## src/rtl/inst_queue_pkg.sv

```systemverilog
// inst_queue_pkg: queue entry type and NOP constant shared by fetch-queue, decoder and ID/EX register
package inst_queue_pkg;
  typedef struct packed {
    logic [31:0] pc;
    logic [31:0] ins;
    logic        adel;
  } iq_entry_t;
  localparam logic [31:0] INS_NOP = 32'h0;
endpackage

```

## src/rtl/inst_queue.sv

```systemverilog
// inst_queue: fetch-to-decode instruction buffer with registered ready and single-cycle flush
module inst_queue
  import inst_queue_pkg::*;
#(
  parameter int DEPTH = 4
) (
  input  logic                     clk,
  input  logic                     resetn,
  input  logic                     flush,
  input  logic                     if_valid,
  output logic                     if_ready,
  input  logic [31:0]              if_pc,
  input  logic [31:0]              if_ins,
  input  logic                     if_adel,
  output logic                     id_valid,
  input  logic                     id_ready,
  output logic [31:0]              id_pc,
  output logic [31:0]              id_ins,
  output logic                     id_adel,
  output logic [$clog2(DEPTH):0]   level
);
  localparam int AW = $clog2(DEPTH);
  iq_entry_t mem [DEPTH];
  logic [AW:0] wptr, rptr, wptr_n, rptr_n;
  logic enq, deq, full_n;
  iq_entry_t head;
  assign enq = if_valid && if_ready && !flush;
  assign id_valid = (wptr != rptr) && !flush;
  assign deq = id_valid && id_ready;
  assign head = mem[rptr[AW-1:0]];
  assign id_pc = id_valid ? head.pc : 32'h0;
  assign id_ins = id_valid ? head.ins : INS_NOP;
  assign id_adel = id_valid && head.adel;
  assign level = wptr - rptr;
  assign wptr_n = wptr + (AW+1)'(enq);
  // a flush empties the queue by catching the read pointer up to the pre-edge write pointer
  assign rptr_n = flush ? wptr : rptr + (AW+1)'(deq);
  assign full_n = (wptr_n[AW-1:0] == rptr_n[AW-1:0]) && (wptr_n[AW] != rptr_n[AW]);
  always_ff @(posedge clk or negedge resetn) begin
    if (!resetn) begin
      wptr <= '0;
      rptr <= '0;
      if_ready <= 1'b0;
      for (int i = 0; i < DEPTH; i++) mem[i] <= '0;
    end else begin
      wptr <= wptr_n;
      rptr <= rptr_n;
      if_ready <= !full_n;
      if (enq) mem[wptr[AW-1:0]] <= '{pc: if_pc, ins: if_adel ? INS_NOP : if_ins, adel: if_adel};
    end
  end
endmodule
```

## config.mk

```make
export PLATFORM = sky130hd
export DESIGN_NAME = inst_queue
export DESIGN_NICKNAME = d
export VERILOG_FILES = /design/src/rtl/inst_queue_pkg.sv /design/src/rtl/inst_queue.sv
export SDC_FILE = /design/constraint.sdc
export NUM_CORES = 1
export LEC_CHECK = 0
export ABC_CLOCK_PERIOD_IN_PS = 7050
export CAP_MARGIN = 20
export CORE_MARGIN = 5
export CORE_UTILIZATION = 40
export CTS_BUF_LIST = sky130_fd_sc_hd__clkbuf_2
export DETAILED_ROUTE_END_ITERATION = 10
export PLACE_DENSITY = 0.57
export SETUP_SLACK_MARGIN = 0.1
export SLEW_MARGIN = 25
export SYNTH_ARGS = -nofsm -noshare
export SYNTH_HDL_FRONTEND = slang
export SYNTH_SLANG_ARGS = --single-unit
```

## constraint.sdc

```tcl
create_clock -name clk -period 7.05 [get_ports clk]
set_clock_uncertainty 0.15 [all_clocks]
set_input_delay 0.705 -clock clk [delete_from_list [all_inputs] [get_ports clk]]
set_output_delay 0.705 -clock clk [all_outputs]
set_load 0.1 [all_outputs]
```

==> impl_metrics.yaml, run 1 <==
run_status:
  status: "completed"
placement:
  place_hpwl_microns: 15810
  gp_congestion: 0.6898
  io_buffer_count: 139
synthesis:
  syn_area_per_cell_sq_um: 16.52
  syn_inst: 776
  synth_mux_area_frac: 0.3736
  synth_area_sq_um: 12820
  synth_fa_ha_area_frac: 0.007418
  synth_warnings: 0
  yosys.area_share.simple: 0.05242
  synth_cell_types: 27
  ys_seq_area_frac: 0.5212
  synth_top_family_by_area: "multiplexers"
  synth_xor_area_frac: 0.005954
  ys_seq_elements: 267
  synth-compound-area-share: 0.001269
  synthesis.nets: 853
setup_path:
  worstSetupPathType: "flip-flop to primary output"
  critPathMaxFanout: 46
  critPathCaptureType: "primary output"
  path_buf_inv: 2
  cp_data_arrival_time_ns: 3.96
  crit_family: "buffers and inverters"
  critical_path.startpoint_type: "flip-flop"
  crit_slowest_cell: "clkdlybuf4s50_1"
  cpPeakStageDelay_ns: 0.97
  crit_chain: "buf_6, mux4_2, and2_1, clkdlybuf4s50_1"
  crit_required_ns: 6.19
timing:
  rsz0062_at_grt: "false"
  setup_tns_ns: 0
  hold_viol_final: 0
  drv_slew: 0
  worst_pin_slew_ns: 0.9806
  period_share: 0.6831
  relSlewSlack: 0.3443
  final-setup-viol-count: 0
  fin_crit_ns: 4.816
  clock.fmax_mhz: 207.7
grt:
  grt_overflow: 0
  grt_pass1_vias: 8039
  grt_pass1_wl_microns: 44750
  gr-usage-all-layers: 0.1570
  grt_max_degree: 130
  grt_antenna_before_repair: 1
floorplan:
  die_x_microns: 189.0
  boundaryPins: 140
  die_h_microns: 189.0
  placementRows: 65
  fp.dieArea_sq_um: 35730
  core_area_sq_um: 31640
  initial_core_util: 0.4052
clocking:
  clock_latency_ns: 0.80
  clkTransAtPathRegs_ns: 0.10
  clkSinkCount: 267
  root_buffer: "clkbuf_2"
  ctsHtreeMaxLevel: 3
  post-cts-setup-buffers: 0
  cts_tree: "done"
  clk_path_buf_depth: 3
  cts_buffers: 74
drt:
  via_per_inst: 5.051
  drtIter0Drc: 242
  route.vias.total: 7082
  dr.pass1.iters: 4
  post_drt_wl_per_cell_microns: 19.72
  finalWirelength_microns: 27640
  drc_errors: 0
  ant_nets: 0
cells_and_area:
  drive_gt1_frac: 0.4594
  fin_nets: 1027
  synthToLayoutAreaGrowth_pct: 17.72
min_path:
  worstHoldPathType: "primary input to async pin"
flow_run:
  maxCapViolCount: 0
## cell usage after synthesis (all sizes together)
cell type  instances  area share
ha                 6      0.0059
and2              66       0.032
buf               38       0.032
and3b              1     0.00068
nand4b             1     0.00068
xor3               1      0.0019
nand3              3      0.0012
xnor2              5      0.0034
dfrtp            267        0.52
mux2             262        0.26
and3               2      0.0018
xor2               1     0.00068
nor2b             32       0.016
fa                 1      0.0016
o21ai              1     0.00039
inv                6      0.0018
mux4              65        0.11
nand2              1     0.00029
a31oi              1     0.00049
a21oi              1     0.00039
clkbuf            15      0.0047
## stage by stage
stage	worst slack (ns)	utilization	area (sq um)	instances	hold slack, ns
floorplan	2.774	-	12820	776	0.2594
global placement	2.322	0.4548	14390	1274	0.3325
detailed placement	2.235	0.4548	14390	1274	0.3374
CTS	1.548	0.4757	15050	1398	0.2312
global route	1.870	0.4770	15090	1402	0.2113
finish	2.234	0.4770	15090	1402	0.2891
## flip-flops by register name, summed over array words and instances (netlist names)
signal	flops
if_ready	1
wptr	3
mem	260
rptr	3
## cell type report
class	count	area [sq um]
diodes	3	7.507
clock buffers	108	540.5
clock inverters	15	112.6
fillers	2825	16550
repair buffers	151	1525
multi-input cells	450	5689
inverters	6	22.52
well taps	402	503.0
flip-flops and latches	267	6689
## layer usage
metal,share of wire,track usage,routed length (microns),vias to the layer above
met5,0,0,0,-
met4,0.020,0.04821,562,0
met3,0.041,0.03558,1140,55
met2,0.48,0.2559,13360,148
met1,0.45,0.2112,12570,3682
li1,-,-,-,3197
## kinds of logic (layout without fill, tap and decap cells)
logic type | after synthesis | count (layout)
multiplexers | 327 | 327
AO/OA/AOI/OAI | 3 | 3
AND/OR/NAND/NOR | 106 | 106
other | 0 | 3
adder cells (fa/ha/maj) | 7 | 7
buffers and inverters | 59 | 280
flip-flops | 267 | 267
XOR/XNOR | 7 | 7
## cell usage in the layout (no fill, tap or decap), types with 3 or more instances in the layout
| master | instances |
|---|---|
| clkdlybuf4s50_1 | 138 |
| clkbuf_2 | 108 |
| buf_4 | 8 |
| inv_1 | 6 |
| and2_1 | 66 |
| nor2b_1 | 32 |
| clkinv_1 | 11 |
| dfrtp_1 | 265 |
| mux4_2 | 65 |
| diode_2 | 3 |
| mux2_2 | 162 |
| mux2_4 | 100 |
| ha_1 | 6 |
| xnor2_1 | 5 |
## what timing repair did
item | in CTS | in global routing
gates resized for setup | 0 | 0
hold buffers | 1 | 0
endpoints found under the hold margin | 70 | 0
## worst paths after layout
check,from,end,slack [ns],depth (start not counted)
setup / recovery,rptr[0],id_ins[19],2.23,4
hold / removal,resetn,mem[108],0.29,2
setup reg to reg,rptr[0],if_ready,4.08,8
min in group clk,mem[16],mem[16],0.36,1
max in group asynchronous,resetn,rptr[0],5.03,3
hold reg to reg,mem[16],mem[16],0.36,1
Power of run 1 is left out: the tool's default activity adds up to more than one toggle a clock period on the data nets, which glitch-free logic cannot reach.
==> run 2: changes to the inputs <==
ABC_CLOCK_PERIOD_IN_PS = 4370   (was 7050)
PLACE_DENSITY = 0.59   (was 0.57)
clock period = 4.37 ns   (was 7.05 ns; I/O delays follow)
==> impl_metrics.yaml, run 2 (synthesized netlist as in run 1, its figures left out) <==
run_status:
  status: "completed"
cells_and_area:
  synthToLayoutAreaGrowth_pct: 17.57
  layout_common_cells: "dfrtp_1, mux2_2, mux2_4, clkbuf_2, buf_4"
  reg_top3: "mem (260), rptr (3), wptr (3)"
  fill_cells: 2838
  top_register: "mem"
  fin_nets: 1030
  drive_gt1_frac: 0.5238
  multi_input_comb_area_sq_um: 5689
  largest_register_ffs: 260
  final_common_cell: "dfrtp_1"
  ff_latch_area_sq_um: 6689
floorplan:
  fp.dieArea_sq_um: 35730
  die_h_microns: 189.0
  initial_core_util: 0.4052
  die_x_microns: 189.0
  core_area_sq_um: 31640
  boundaryPins: 140
  placementRows: 65
grt:
  grt_pass1_vias: 8139
  grt_overflow: 0
  grt_antenna_before_repair: 1
  grt_max_degree: 114
  gr-usage-all-layers: 0.1653
  grt_pass1_wl_microns: 46580
drt:
  via_per_inst: 5.059
  route.vias.total: 7143
  post_drt_wl_per_cell_microns: 20.51
  dr.pass1.iters: 4
  finalWirelength_microns: 28960
  drc_errors: 0
  ant_nets: 0
  drtIter0Drc: 221
placement:
  io_buffer_count: 139
  gp_congestion: 0.7023
  place_hpwl_microns: 16840
clocking:
  cts_buffers: 73
  clk_path_buf_depth: 3
  clock_latency_ns: 0.77
  post-cts-setup-buffers: 0
  cts_tree: "done"
  clkTransAtPathRegs_ns: 0.11
  ctsHtreeMaxLevel: 3
  clkSinkCount: 267
  root_buffer: "clkbuf_2"
setup_path:
  critPathMaxFanout: 35
  crit_required_ns: 3.78
  critical_path.startpoint_type: "flip-flop"
  cp_data_arrival_time_ns: 3.18
  critPathCaptureType: "primary output"
  worstSetupPathType: "flip-flop to primary output"
timing:
  relSlewSlack: 0.3287
  hold_viol_final: 0
  period_share: 0.8626
  drv_slew: 0
  final-setup-viol-count: 0
  setup_tns_ns: 0
  worst_pin_slew_ns: 1.004
  rsz0062_at_grt: "false"
  fin_crit_ns: 3.769
  clock.fmax_mhz: 265.3
min_path:
  worstHoldPathType: "primary input to flip-flop"
flow_run:
  maxCapViolCount: 0
==> run 2: cell count changes in the layout (fill, tap and decap cells not counted) <==
| cell | previous run | this run |
|---|---|---|
| dlygate4sd3_1 | 1 | 2 |
| inv_2 | 1 | 2 |
| clkinv_4 | 0 | 1 |
| buf_4 | 8 | 75 |
| clkinv_1 | 11 | 20 |
| clkinv_2 | 0 | 3 |
| diode_2 | 3 | 2 |
| buf_6 | 1 | 0 |
| clkinvlp_4 | 1 | 0 |
| bufinv_16 | 2 | 3 |
| clkdlybuf4s50_1 | 138 | 69 |
| buf_12 | 1 | 7 |
| clkbuf_2 | 108 | 100 |
| inv_6 | 0 | 1 |
==> run 2: per-stage QoR <==
stage	std cells	area, sq um	util	hold slack, ns	worst slack, ns
2_1_floorplan	776	12820	-	-0.008591	0.3619
3_3_place_gp	1277	14310	0.4524	0.2837	1.176
3_5_place_dp	1277	14310	0.4524	0.2799	1.100
4_1_cts	1410	15070	0.4762	0.06102	0.4471
5_1_grt	1412	15070	0.4764	0.08274	0.3747
6_report	1412	15070	0.4764	0.1545	0.6006
==> run 2: layout make-up <==
type,count,share of cell area
flip-flops and latches,267,0.4438
multi-input cells,450,0.3775
repair buffers,155,0.09664
well taps,402,0.03337
clock buffers,100,0.03321
clock inverters,30,0.01362
inverters,6,0.001494
diodes,2,0.0003321
==> run 2: what timing repair did <==
action / 4_1_cts / 5_1_grt
endpoints found under the hold margin: 246 / 0
resized for setup: 0 / 0
hold buffers: 3 / 0
==> run 2: path summary, 6_finish.rpt <==
kind | depth (start not counted) | startpoint | end | slack [ns]
setup / recovery | 6 | rptr[1] | id_ins[0] | 0.60
hold / removal | 2 | if_pc[23] | mem[121] | 0.15
setup reg to reg | 9 | rptr[1] | if_ready | 1.58
hold reg to reg | 1 | mem[54] | mem[54] | 0.36
max in group asynchronous | 4 | resetn | mem[144] | 2.71
min in group asynchronous | 3 | resetn | mem[176] | 0.49
==> run 2: metal layers <==
layer  GRT usage  routed length, microns  vias to the layer above
li1            -                       -                     3213
met1      0.2324                   13620                     3714
met2      0.2595                   13530                      161
met3     0.03669                    1255                       55
met4     0.04905                     557                        0
met5           0                       0                        -
==> run 2: critical path: stages (launching register included) <==
cell and delay [ns]:
dfrtp_4 0.81, inv_1 0.10, ha_1 0.33, a31oi_4 0.19, buf_4 0.41, and2_1 0.26, buf_4 0.31
Power of run 2 is left out for the same reason.
==> run 3: changes to the inputs <==
CORE_UTILIZATION = 30   (was 40)
PLACE_DENSITY = 0.47   (was 0.59)
==> impl_metrics.yaml, run 3 (synthesized netlist as in run 1, its figures left out) <==
cells_and_area:
  fin_nets: 1060
  final_common_cell: "dfrtp_1"
  reg_top3: "mem (260), rptr (3), wptr (3)"
  layout_common_cells: "dfrtp_1, mux2_2, clkbuf_2, mux2_4, buf_4"
  drive_gt1_frac: 0.5272
  largest_register_ffs: 260
  top_register: "mem"
  synthToLayoutAreaGrowth_pct: 20.56
timing:
  period_share: 0.8762
  relSlewSlack: 0.3508
  final-setup-viol-count: 0
  fin_crit_ns: 3.829
  clock.fmax_mhz: 261.2
  drv_slew: 0
  setup_tns_ns: 0
  rsz0062_at_grt: "false"
  hold_viol_final: 0
  worst_pin_slew_ns: 0.9707
setup_path:
  critPathMaxFanout: 21
  worstSetupPathType: "flip-flop to primary output"
  critPathCaptureType: "primary output"
  reg2reg_setup_slack_ns: 1.37
  critical_path.startpoint_type: "flip-flop"
  crit_required_ns: 3.78
  cp_data_arrival_time_ns: 3.24
clocking:
  post_cts_resized: 0
  clock_latency_ns: 0.92
  root_buffer: "clkbuf_2"
  clkTransAtPathRegs_ns: 0.11
  cts_tree: "done"
  clkSinkCount: 267
  cts_buffers: 77
  clk_path_buf_depth: 3
  ctsHtreeMaxLevel: 3
floorplan:
  initial_core_util: 0.3042
  placementRows: 75
  boundaryPins: 140
  die_x_microns: 216.7
  core_area_sq_um: 42130
  fp.dieArea_sq_um: 46960
  die_h_microns: 216.7
grt:
  grt_pass1_vias: 8183
  grt_max_degree: 90
  grt_pass1_wl_microns: 50840
  grt_antenna_before_repair: 1
  gr-usage-all-layers: 0.1393
  grt_overflow: 0
min_path:
  worstHoldPathType: "primary input to flip-flop"
placement:
  io_buffer_count: 139
  gp_congestion: 0.6854
  place_hpwl_microns: 19250
drt:
  post_drt_wl_per_cell_microns: 20.71
  drtIter0Drc: 301
  finalWirelength_microns: 32510
  dr.pass1.iters: 4
  drc_errors: 0
  route.vias.total: 7311
  ant_nets: 0
  via_per_inst: 4.657
run_status:
  status: "completed"
flow_run:
  maxCapViolCount: 0
## run 3: final timing paths
| kind | endpoint | start | depth (start not counted) |
|---|---|---|---|
| worst max-delay path | id_ins[28] | rptr[1] | 6 |
| worst min-delay path | mem[241] | if_pc[13] | 2 |
| worst max register to register | if_ready | rptr[1] | 9 |
| worst min register to register | mem[49] | mem[49] | 1 |
| max in group asynchronous | mem[203] | resetn | 4 |
| min in group asynchronous | mem[31] | resetn | 4 |
## run 3: area by class of cell
class | instances | area [sq um]
Inverter | 6 | 22.52
Multi-Input combinational cell | 451 | 5702
Tap cell | 539 | 674.4
Timing Repair Buffer | 180 | 1724
Clock inverter | 10 | 63.81
Fill cell | 4065 | 26680
Clock buffer | 114 | 570.5
Antenna cell | 3 | 7.507
Sequential cell | 267 | 6689
## run 3: metrics by stage
step	instance area (sq um)	setup slack, ns	std cells	hold slack [ns]	util
finish	15450	0.5409	1570	0.1520	0.3668
global route	15450	0.1847	1569	0.02977	0.3667
CTS	15420	0.1184	1566	0.005517	0.3659
detailed placement	14510	1.179	1417	0.3388	0.3445
global placement	14510	1.207	1417	0.3325	0.3445
floorplan	12820	0.3619	776	-0.008591	-
## run 3: critical path, stage by stage, from the launching register on
cell     delay (ns)
dfrtp_4        0.63
inv_1          0.08
ha_1           0.37
a31oi_4        0.43
buf_4          0.34
and2_1         0.17
buf_4          0.29
## run 3: what timing repair did
item                                    4_1_cts  5_1_grt
endpoints found under the setup margin       18       19
hold buffers                                 24        0
endpoints found under the hold margin       311        0
buffers inserted                              0        1
pin swaps                                     1        0
gates cloned                                  1        0
## run 3: routing by layer
metal	GRT usage	part of all wire
met5	0	0
met3	0.03698	0.042
met2	0.2192	0.47
met1	0.1894	0.47
met4	0.04346	0.020
Power of run 3 is left out for the same reason.
